**src/rtl/mem_bus_pkg.sv**
```systemverilog
// Shared definitions for the board memory-port arbiter: FSM states,
// the error read-data pattern and the IO window base address.
package mem_bus_pkg;

    typedef enum logic [1:0] {
        IDLE = 2'd0,
        BUSY = 2'd1,
        GAP  = 2'd2
    } arb_state_t;

    localparam logic [31:0] ERR_RDATA = 32'hFFFF_FFFF;
    localparam logic [31:0] IO_BASE   = 32'h0010_0000;

endpackage

```
**src/rtl/rr_arb2.sv**
```systemverilog
// Two-way arbiter: round-robin on the last committed winner, or fixed
// priority to requester 1 when fixed_prio is set.
module rr_arb2 (
    input  logic       clk,
    input  logic       reset,
    input  logic       fixed_prio,
    input  logic [1:0] req,
    input  logic       take,
    output logic       valid,
    output logic       id
);

    logic last;

    always_comb begin
        valid = |req;
        id    = 1'b0;
        if (req == 2'b11) begin
            id = fixed_prio ? 1'b1 : ~last;
        end else if (req[1]) begin
            id = 1'b1;
        end
    end

    // Reset value 1 makes requester 0 the winner of the first tie.
    always_ff @(posedge clk or negedge reset) begin
        if (!reset) begin
            last <= 1'b1;
        end else if (take && valid) begin
            last <= id;
        end
    end

endmodule

```
**src/rtl/mem_port_arbiter.sv**
```systemverilog
// Shares the single controller memory port between an instruction port (p0)
// and a data port (p1); serialises transactions and aborts hung ones.
module mem_port_arbiter
    import mem_bus_pkg::*;
#(
    parameter int TIMEOUT_CYCLES = 64,
    parameter bit FIXED_PRIO     = 1'b0
) (
    input  logic        clk,
    input  logic        reset,
    input  logic        p0_read,
    input  logic        p0_write,
    input  logic [31:0] p0_addr,
    input  logic [31:0] p0_wdata,
    output logic        p0_ack,
    output logic [31:0] p0_rdata,
    output logic        p0_err,
    input  logic        p1_read,
    input  logic        p1_write,
    input  logic [31:0] p1_addr,
    input  logic [31:0] p1_wdata,
    output logic        p1_ack,
    output logic [31:0] p1_rdata,
    output logic        p1_err,
    output logic        m_read,
    output logic        m_write,
    output logic [31:0] m_addr,
    output logic [31:0] m_wdata,
    input  logic        m_ack,
    input  logic [31:0] m_rdata,
    output logic        grant,
    output logic        busy
);

    localparam logic [7:0] LAST_COUNT = 8'(TIMEOUT_CYCLES - 1);

    arb_state_t state;
    logic       op_read;
    logic       op_write;
    logic [7:0] count;
    logic [1:0] req;
    logic       win_valid;
    logic       win_id;

    // A port whose ack is high this cycle is dropping that request; do not re-grant it.
    assign req[0] = (p0_read | p0_write) & ~p0_ack;
    assign req[1] = (p1_read | p1_write) & ~p1_ack;

    rr_arb2 u_arb (
        .clk        (clk),
        .reset      (reset),
        .fixed_prio (FIXED_PRIO),
        .req        (req),
        .take       (state == IDLE),
        .valid      (win_valid),
        .id         (win_id)
    );

    // Dropping the request in the ack cycle stops the controller restarting it.
    assign m_read  = op_read & ~m_ack;
    assign m_write = op_write & ~m_ack;
    assign busy    = (state == BUSY);

    always_ff @(posedge clk or negedge reset) begin
        if (!reset) begin
            state    <= IDLE;
            op_read  <= 1'b0;
            op_write <= 1'b0;
            m_addr   <= '0;
            m_wdata  <= '0;
            grant    <= 1'b0;
            count    <= '0;
            p0_ack   <= 1'b0;
            p1_ack   <= 1'b0;
            p0_err   <= 1'b0;
            p1_err   <= 1'b0;
            p0_rdata <= '0;
            p1_rdata <= '0;
        end else begin
            p0_ack <= 1'b0;
            p1_ack <= 1'b0;
            p0_err <= 1'b0;
            p1_err <= 1'b0;
            case (state)
                IDLE: begin
                    if (win_valid) begin
                        grant <= win_id;
                        count <= '0;
                        state <= BUSY;
                        if (win_id) begin
                            m_addr   <= p1_addr;
                            m_wdata  <= p1_wdata;
                            op_write <= p1_write;
                            op_read  <= p1_read & ~p1_write;
                        end else begin
                            m_addr   <= p0_addr;
                            m_wdata  <= p0_wdata;
                            op_write <= p0_write;
                            op_read  <= p0_read & ~p0_write;
                        end
                    end
                end
                BUSY: begin
                    count <= count + 8'd1;
                    if (m_ack) begin
                        op_read  <= 1'b0;
                        op_write <= 1'b0;
                        state    <= GAP;
                        if (grant) begin
                            p1_ack <= 1'b1;
                            if (op_read) p1_rdata <= m_rdata;
                        end else begin
                            p0_ack <= 1'b1;
                            if (op_read) p0_rdata <= m_rdata;
                        end
                    end else if (count == LAST_COUNT) begin
                        op_read  <= 1'b0;
                        op_write <= 1'b0;
                        state    <= GAP;
                        if (grant) begin
                            p1_ack   <= 1'b1;
                            p1_err   <= 1'b1;
                            p1_rdata <= ERR_RDATA;
                        end else begin
                            p0_ack   <= 1'b1;
                            p0_err   <= 1'b1;
                            p0_rdata <= ERR_RDATA;
                        end
                    end
                end
                GAP:     state <= IDLE;
                default: state <= IDLE;
            endcase
        end
    end

endmodule

```
**config.mk**
```make
export PLATFORM = sky130hd
export DESIGN_NAME = mem_port_arbiter
export DESIGN_NICKNAME = d
export VERILOG_FILES = /design/src/rtl/mem_bus_pkg.sv /design/src/rtl/rr_arb2.sv /design/src/rtl/mem_port_arbiter.sv
export SDC_FILE = /design/constraint.sdc
export NUM_CORES = 1
export LEC_CHECK = 0
export ABC_AREA = 1
export CAP_MARGIN = 20
export CORE_MARGIN = 4
export CORE_UTILIZATION = 25
export DETAILED_ROUTE_END_ITERATION = 7
export SLEW_MARGIN = 20
export SYNTH_ARGS = -nofsm -noshare
export SYNTH_HDL_FRONTEND = slang
export SYNTH_SLANG_ARGS = --single-unit
```
**constraint.sdc**
```tcl
create_clock -name clk -period 1.7 [get_ports clk]
set_input_delay 0.255 -clock clk [delete_from_list [all_inputs] [get_ports clk]]
set_output_delay 0.255 -clock clk [all_outputs]
set_load 0.05 [all_outputs]
```
==> out/qor.csv, run 1 <==
metric;value;unit
stdcell_area;11400;um2
power_leakage;5.75;nW
setup_tns;0;ps
drive_above_1_share;21.6;%
fin_skew;15.2;ps
grt_use_total;15.2;%
antenna_found_initial;1;
rsz0062_at_grt;false;
setup_slack;123;ps
post_dp_cell_area;10700;um2
drv_slew;0;
die_area;32500;um2
syn-instance-count;915;
path_max_fanout;17;
fp-row-count;62;
clockBufferDepth;2;
die_height;180;um
hold_slack;333;ps
layout.nets;1383;
netlist_area;7410;um2
status;finished, final reports clean;
drtAntennaViolNets;0;
clk_pin_slew_worst_paths;70;ps
io_pins;303;
power.density;2150;nW/um2
ir_worst_vdd;0.000877;V
place.gp.congestion;0.797;
core-area;29000;um2
end_kind;flop;
netlist_top_cells_area;dfrtp_1 49%, nand2_1 18%, nand3b_1 5.9%, nand4_1 5.6%, nand3_1 5.1%;
syn_to_final_growth;53.8;%
post-place-ws;-78.5;ps
numCtsBuffers;17;
max-cap-violations;0;
grt-ovfl-total;0;
hpwl;18.3;mm
relSlewSlack;70.6;%
crit_required;2050;ps
yosys.area.top_type;dfrtp_1;
cts_tree;built;
place_inst;1576;
yosysUniqueCellTypes;29;
synth_nets;1083;
antenna_cells;0;
portBuffers;302;
grt_pass1_vias;7263;
syn_avg_cell_area;8.10;um2
viasPerCell;4.49;
ctsRootBufferMaster;clkbuf_16;
netlist.area_leader.share;49.0;%
cts.sinks;146;
die-width;180;um
setup_violations;0;
vias;7238;
final_util;39.3;%
fin_cells;1612;
firstDrtPassIters;4;
critPathLaunchType;flop;
worst_slew_pin_slew;441;ps
n_fill_cell;2978;
yosysWarnings;0;
path_class;reg2reg;
wl_per_cell;15.8;um
min_period;1580;ps
hold_viol_final;0;
drt-initial-drc-count;315;
grt_pass1_wl;40.3;mm
clock_latency;420;ps
period_share;92.7;%
power;24.5;mW
grt_max_degree;65;
wl;25.4;mm
htree_levels;4;
hold_class;in2async;
seq_area_frac_synth;49.3;%
drc;0;
fmax;634;MHz
start_util;25.5;%
ys_seq_elements;146;
cp_data_arrival_time;1930;ps
[sequential cells by signal (all words and copies together), names as in the netlist]
register,flops
p0_ack,1
op_write,1
p1_rdata,32
p1_err,1
grant,1
op_read,1
u_arb.last,1
m_wdata,32
p0_rdata,32
count,8
p0_err,1
m_addr,32
p1_ack,1
state,2
[path summary, 6_finish.rpt]
check                              from            to  slack (ps)  depth (start not counted)
max reg2reg                    count[0]  p1_rdata[21]         120                          9
min in group clk            p0_addr[27]    m_addr[27]         450                          5
max                            count[0]  p1_rdata[21]         120                          9
min                               reset   p1_rdata[0]         330                          2
min reg2reg                p0_rdata[28]  p0_rdata[28]         470                          2
max in group asynchronous         reset    u_arb.last         740                          3
[critical path: stages, from the launching register on]
cell and delay (ps):
dfrtp_1 350, ha_2 190, nand2_2 60, inv_2 90, nand3_4 110, nand2_4 120, buf_12 170, buf_16 150
nand4_1 140, nand2_1 110
[final cells by class]
cell class                      instances  area (um2)  area share [%]
Sequential cell                       146        3650            32.1
Timing Repair Buffer                  347        3310            29.0
Multi-Input combinational cell        629        3070            26.9
Clock inverter                         13         161            1.42
Clock buffer                           19         443            3.88
Tap cell                              384         480            4.21
Inverter                               74         280            2.46
[power breakdown]
part	switching, mW	internal, mW
registers	1.05	5.15
clock network	1.70	2.27
logic	9.94	4.40
total	12.7	11.8
[cells in the final DEF, fill, tap and decap left out, types with 2 or more instances in the layout]
cell type        instances
nor2_8                   2
nand2_1                354
o21ai_0                  6
buf_12                  20
clkbuf_16               18
clkdlybuf4s50_1        165
nand3_4                  3
nor2_4                   2
a21oi_1                  2
nand4_1                 66
bufinv_16                2
dfrtp_1                145
nor4_1                   2
nor2_1                  13
nand2_2                  5
nor3_1                   4
buf_4                  158
nand3b_1                58
inv_8                    4
nand3_1                 75
inv_2                    3
inv_6                    4
or2_2                   32
inv_1                   70
[synth_stat cells]
cell	instances
a21oi_1	2
nor2_2	1
nand3_1	76
nand3_2	1
nand2_1	357
or2_2	32
dfrtp_1	145
nor3_1	4
inv_2	3
nand4_1	66
nor2_8	2
buf_4	9
dfstp_2	1
ha_1	1
nand3_4	2
nand2_2	2
nand3b_1	58
inv_1	70
nand2_4	1
o21ai_0	6
clkbuf_1	10
nor2_1	14
buf_12	6
nor2_4	1
buf_6	1
o31ai_1	1
buf_2	40
inv_4	1
nor4_1	2
[per-layer routing]
layer	up-vias	GRT usage (%)	share of wire (%)
met2	305	24.1	46
met1	3370	20.1	44
met5	-	0	0.067
met3	20	5.25	8.8
li1	3541	-	-
met4	2	3.75	1.0
[what timing repair did]
| action | 4_1_cts | 5_1_grt |
|---|---|---|
| resized for setup | 0 | 3 |
| endpoints found under the hold margin | 36 | 0 |
| hold buffers | 1 | 0 |
| endpoints found under the setup margin | 1 | 64 |
| pin swaps | 1 | 1 |
| gates cloned | 0 | 1 |
| buffers inserted | 2 | 0 |
[cells by family (layout without fill, tap and decap cells)]
kind of cell / count (synthesis) / after routing / synth area share (%)
buf+inv: 140 / 453 / 9.67
fa+ha+maj: 1 / 1 / 0.169
flops: 146 / 146 / 49.3
simple gates: 619 / 619 / 40.2
compound gates: 9 / 9 / 0.642
(Power assumes the default switching activity.)
==> run 2: changes to the inputs <==
--- a/config.mk
+++ b/config.mk
@@ -9,6 +9,7 @@
 export CAP_MARGIN = 20
 export CORE_MARGIN = 4
 export CORE_UTILIZATION = 25
+export CTS_CLUSTER_DIAMETER = 50
 export DETAILED_ROUTE_END_ITERATION = 7
 export SLEW_MARGIN = 20
 export SYNTH_ARGS = -nofsm -noshare
==> results of run 2 <==
Same layout as run 1: the final DEF is identical, and so are final timing and power.
==> run 3: changes to the inputs <==
--- a/config.mk
+++ b/config.mk
@@ -11,6 +11,7 @@
 export CORE_UTILIZATION = 25
 export CTS_CLUSTER_DIAMETER = 50
 export DETAILED_ROUTE_END_ITERATION = 7
+export PLACE_DENSITY = 0.47
 export SLEW_MARGIN = 20
 export SYNTH_ARGS = -nofsm -noshare
 export SYNTH_HDL_FRONTEND = slang
==> run 3 against run 2 <==
  * Clock-buffer cell count unchanged
  * Routed wire length up 5.9%
  * Worst setup slack got worse by 41 ps
  * Clock skew is 2.4 ps lower
  * Via count fell by 1.7%
  * Critical path depth decreased by 4
  * Critical path type is now in2out
  * Critical endpoint is now m_read
==> out/qor.csv, run 3 (synthesis results as in run 1) <==
metric;value;unit;change
period_share;95.1;%;+2.4 points
htree_levels;4;;unchanged
max-cap-violations;0;;unchanged
min_period;1620;ps;+40.8 ps
antenna_found_initial;2;;+1
numCtsBuffers;17;;unchanged
drtAntennaViolNets;0;;unchanged
drc;0;;unchanged
place_inst;1586;;+0.63%
place.gp.congestion;0.809;;+1.5%
antenna_cells;0;;unchanged
path_max_fanout;5;;-12
cts_tree;built;;
io_pins;303;;unchanged
slowest_stage;clkdlybuf4s50_1;;
ctsRootBufferMaster;clkbuf_16;;
post-place-ws;-66.2;ps;+12.3 ps
clock_latency;420;ps;about the same
clockBufferDepth;2;;unchanged
drive_above_1_share;22.2;%;+0.63 points
post_dp_cell_area;10800;um2;+1.0%
drv_slew;0;;unchanged
fin_cells;1622;;+0.62%
fin_skew;12.8;ps;-2.42 ps
cts.sinks;146;;unchanged
hold_class;in2async;;
grt_max_degree;42;;-35%
viasPerCell;4.39;;-2.3%
layout_commonest_cell;nand2_1;;
status;finished, final reports clean;;
portBuffers;302;;unchanged
firstDrtPassIters;4;;unchanged
path_class;in2out;;
grt-ovfl-total;0;;unchanged
syn_to_final_growth;54.8;%;
setup_violations;0;;unchanged
critPathTopFamily;buffers and inverters;;
layout.nets;1393;;+0.72%
fp-row-count;62;;unchanged
end_kind;output port;;
start_util;25.5;%;unchanged
setup_slack;82.6;ps;-40.8 ps
ir_worst_vdd;0.000881;V;+0.37%
wl;26.9;mm;+5.9%
cp_data_arrival_time;1360;ps;-570 ps
die_height;180;um;unchanged
grt_pass1_vias;7334;;+0.98%
crit_required;1440;ps;-610 ps
clk_pin_slew_worst_paths;60;ps;about the same
critPathLaunchType;input port;;
hpwl;20.4;mm;+11%
layout_common_cells;354 x nand2_1, 165 x clkdlybuf4s50_1, 165 x buf_4;;
hold_viol_final;0;;unchanged
grt_use_total;16.3;%;+1.0 points
wl_per_cell;16.6;um;+5.3%
cp_num_buf_inv;4;;+1
power.density;2160;nW/um2;+0.31%
crit_path_cell_trace;clkdlybuf4s50_1, buf_4, buf_4, nor2_1, buf_12;;
stdcell_area;11500;um2;+0.61%
rsz0062_at_grt;false;;
drt-initial-drc-count;386;;+23%
fmax;618;MHz;-2.5%
power_leakage;5.79;nW;+0.75%
cp_common_cell;buf_4;;
worst_slew_pin_slew;459;ps;+18.0 ps
die-width;180;um;unchanged
final_util;39.5;%;+0.24 points
core-area;29000;um2;unchanged
grt_pass1_wl;42.4;mm;+5.3%
die_area;32500;um2;unchanged
relSlewSlack;69.4;%;-1.2 points
slowest_delay;430;ps;+80 ps
vias;7115;;-1.7%
[run 3: changes by cell type in the layout (fill, tap and decap cells not counted), sizes merged]
cell	previous run	this run
buf	180	191
clkinv	2	4
inv	82	80
bufinv	2	1
clkbuf	20	19
clkinvlp	1	2
[run 3: final timing paths]
| kind | startpoint | end | slack (ps) | depth (start not counted) |
|---|---|---|---|---|
| max in group asynchronous | reset | m_addr[29] | 800 | 3 |
| max reg2reg | count[0] | p0_rdata[9] | 150 | 9 |
| min | reset | p1_rdata[29] | 320 | 2 |
| min in group clk | p0_rdata[25] | p0_rdata[25] | 470 | 2 |
| min reg2reg | p0_rdata[25] | p0_rdata[25] | 470 | 2 |
| max | m_ack | m_read | 80 | 5 |
[run 3: layout make-up]
type | count | area [um2]
Sequential cell | 146 | 3650
Clock buffer | 19 | 453
Multi-Input combinational cell | 629 | 3060
Timing Repair Buffer | 357 | 3400
Fill cell | 2957 | 17500
Inverter | 74 | 280
Clock inverter | 13 | 140
Tap cell | 384 | 480
[run 3: report_power, final]
part           leakage (nW)  total [mW]  switching (mW)  internal, mW
logic                  3.71        14.8            10.1          4.62
clock network         0.287        3.80            1.65          2.15
registers              1.80        6.19            1.03          5.16
total                  5.79        24.7            12.8          11.9
[run 3: layer usage]
| metal | up-vias | global-route usage [%] | part of all wire (%) |
|---|---|---|---|
| met5 | - | 0 | 0.11 |
| met4 | 4 | 4.63 | 2.0 |
| met3 | 32 | 7.43 | 10 |
| met2 | 256 | 23.9 | 43 |
| met1 | 3269 | 21.6 | 44 |
| li1 | 3554 | - | - |
[run 3: worst reg2reg max path, stage by stage (launching register included)]
cell     delay (ps)
dfrtp_1         390
ha_1            230
nand2_2          80
inv_2            50
nand3_2         130
nand2_4         130
buf_4           160
buf_4           150
nand4_1          80
nand2_1          60
[run 3: repair_timing]
action | 4_1_cts | 5_1_grt
hold buffers | 1 | 0
hold endpoints to repair | 36 | 0
setup endpoints to repair | 0 | 19
setup buffers | 0 | 3
resized for setup | 0 | 1
[run 3: per-stage QoR]
| stage | power, mW | TNS (ps) | hold WS (ps) |
|---|---|---|---|
| after floorplan | 15.6 | 0 | -40.6 |
| after detailed placement | 21.2 | -2810 | 213 |
| after global routing | 26.3 | 0 | 351 |
| final | 24.7 | 0 | 323 |
| after global placement | 21.2 | -805 | 214 |
| after CTS | 25.0 | 0 | 334 |
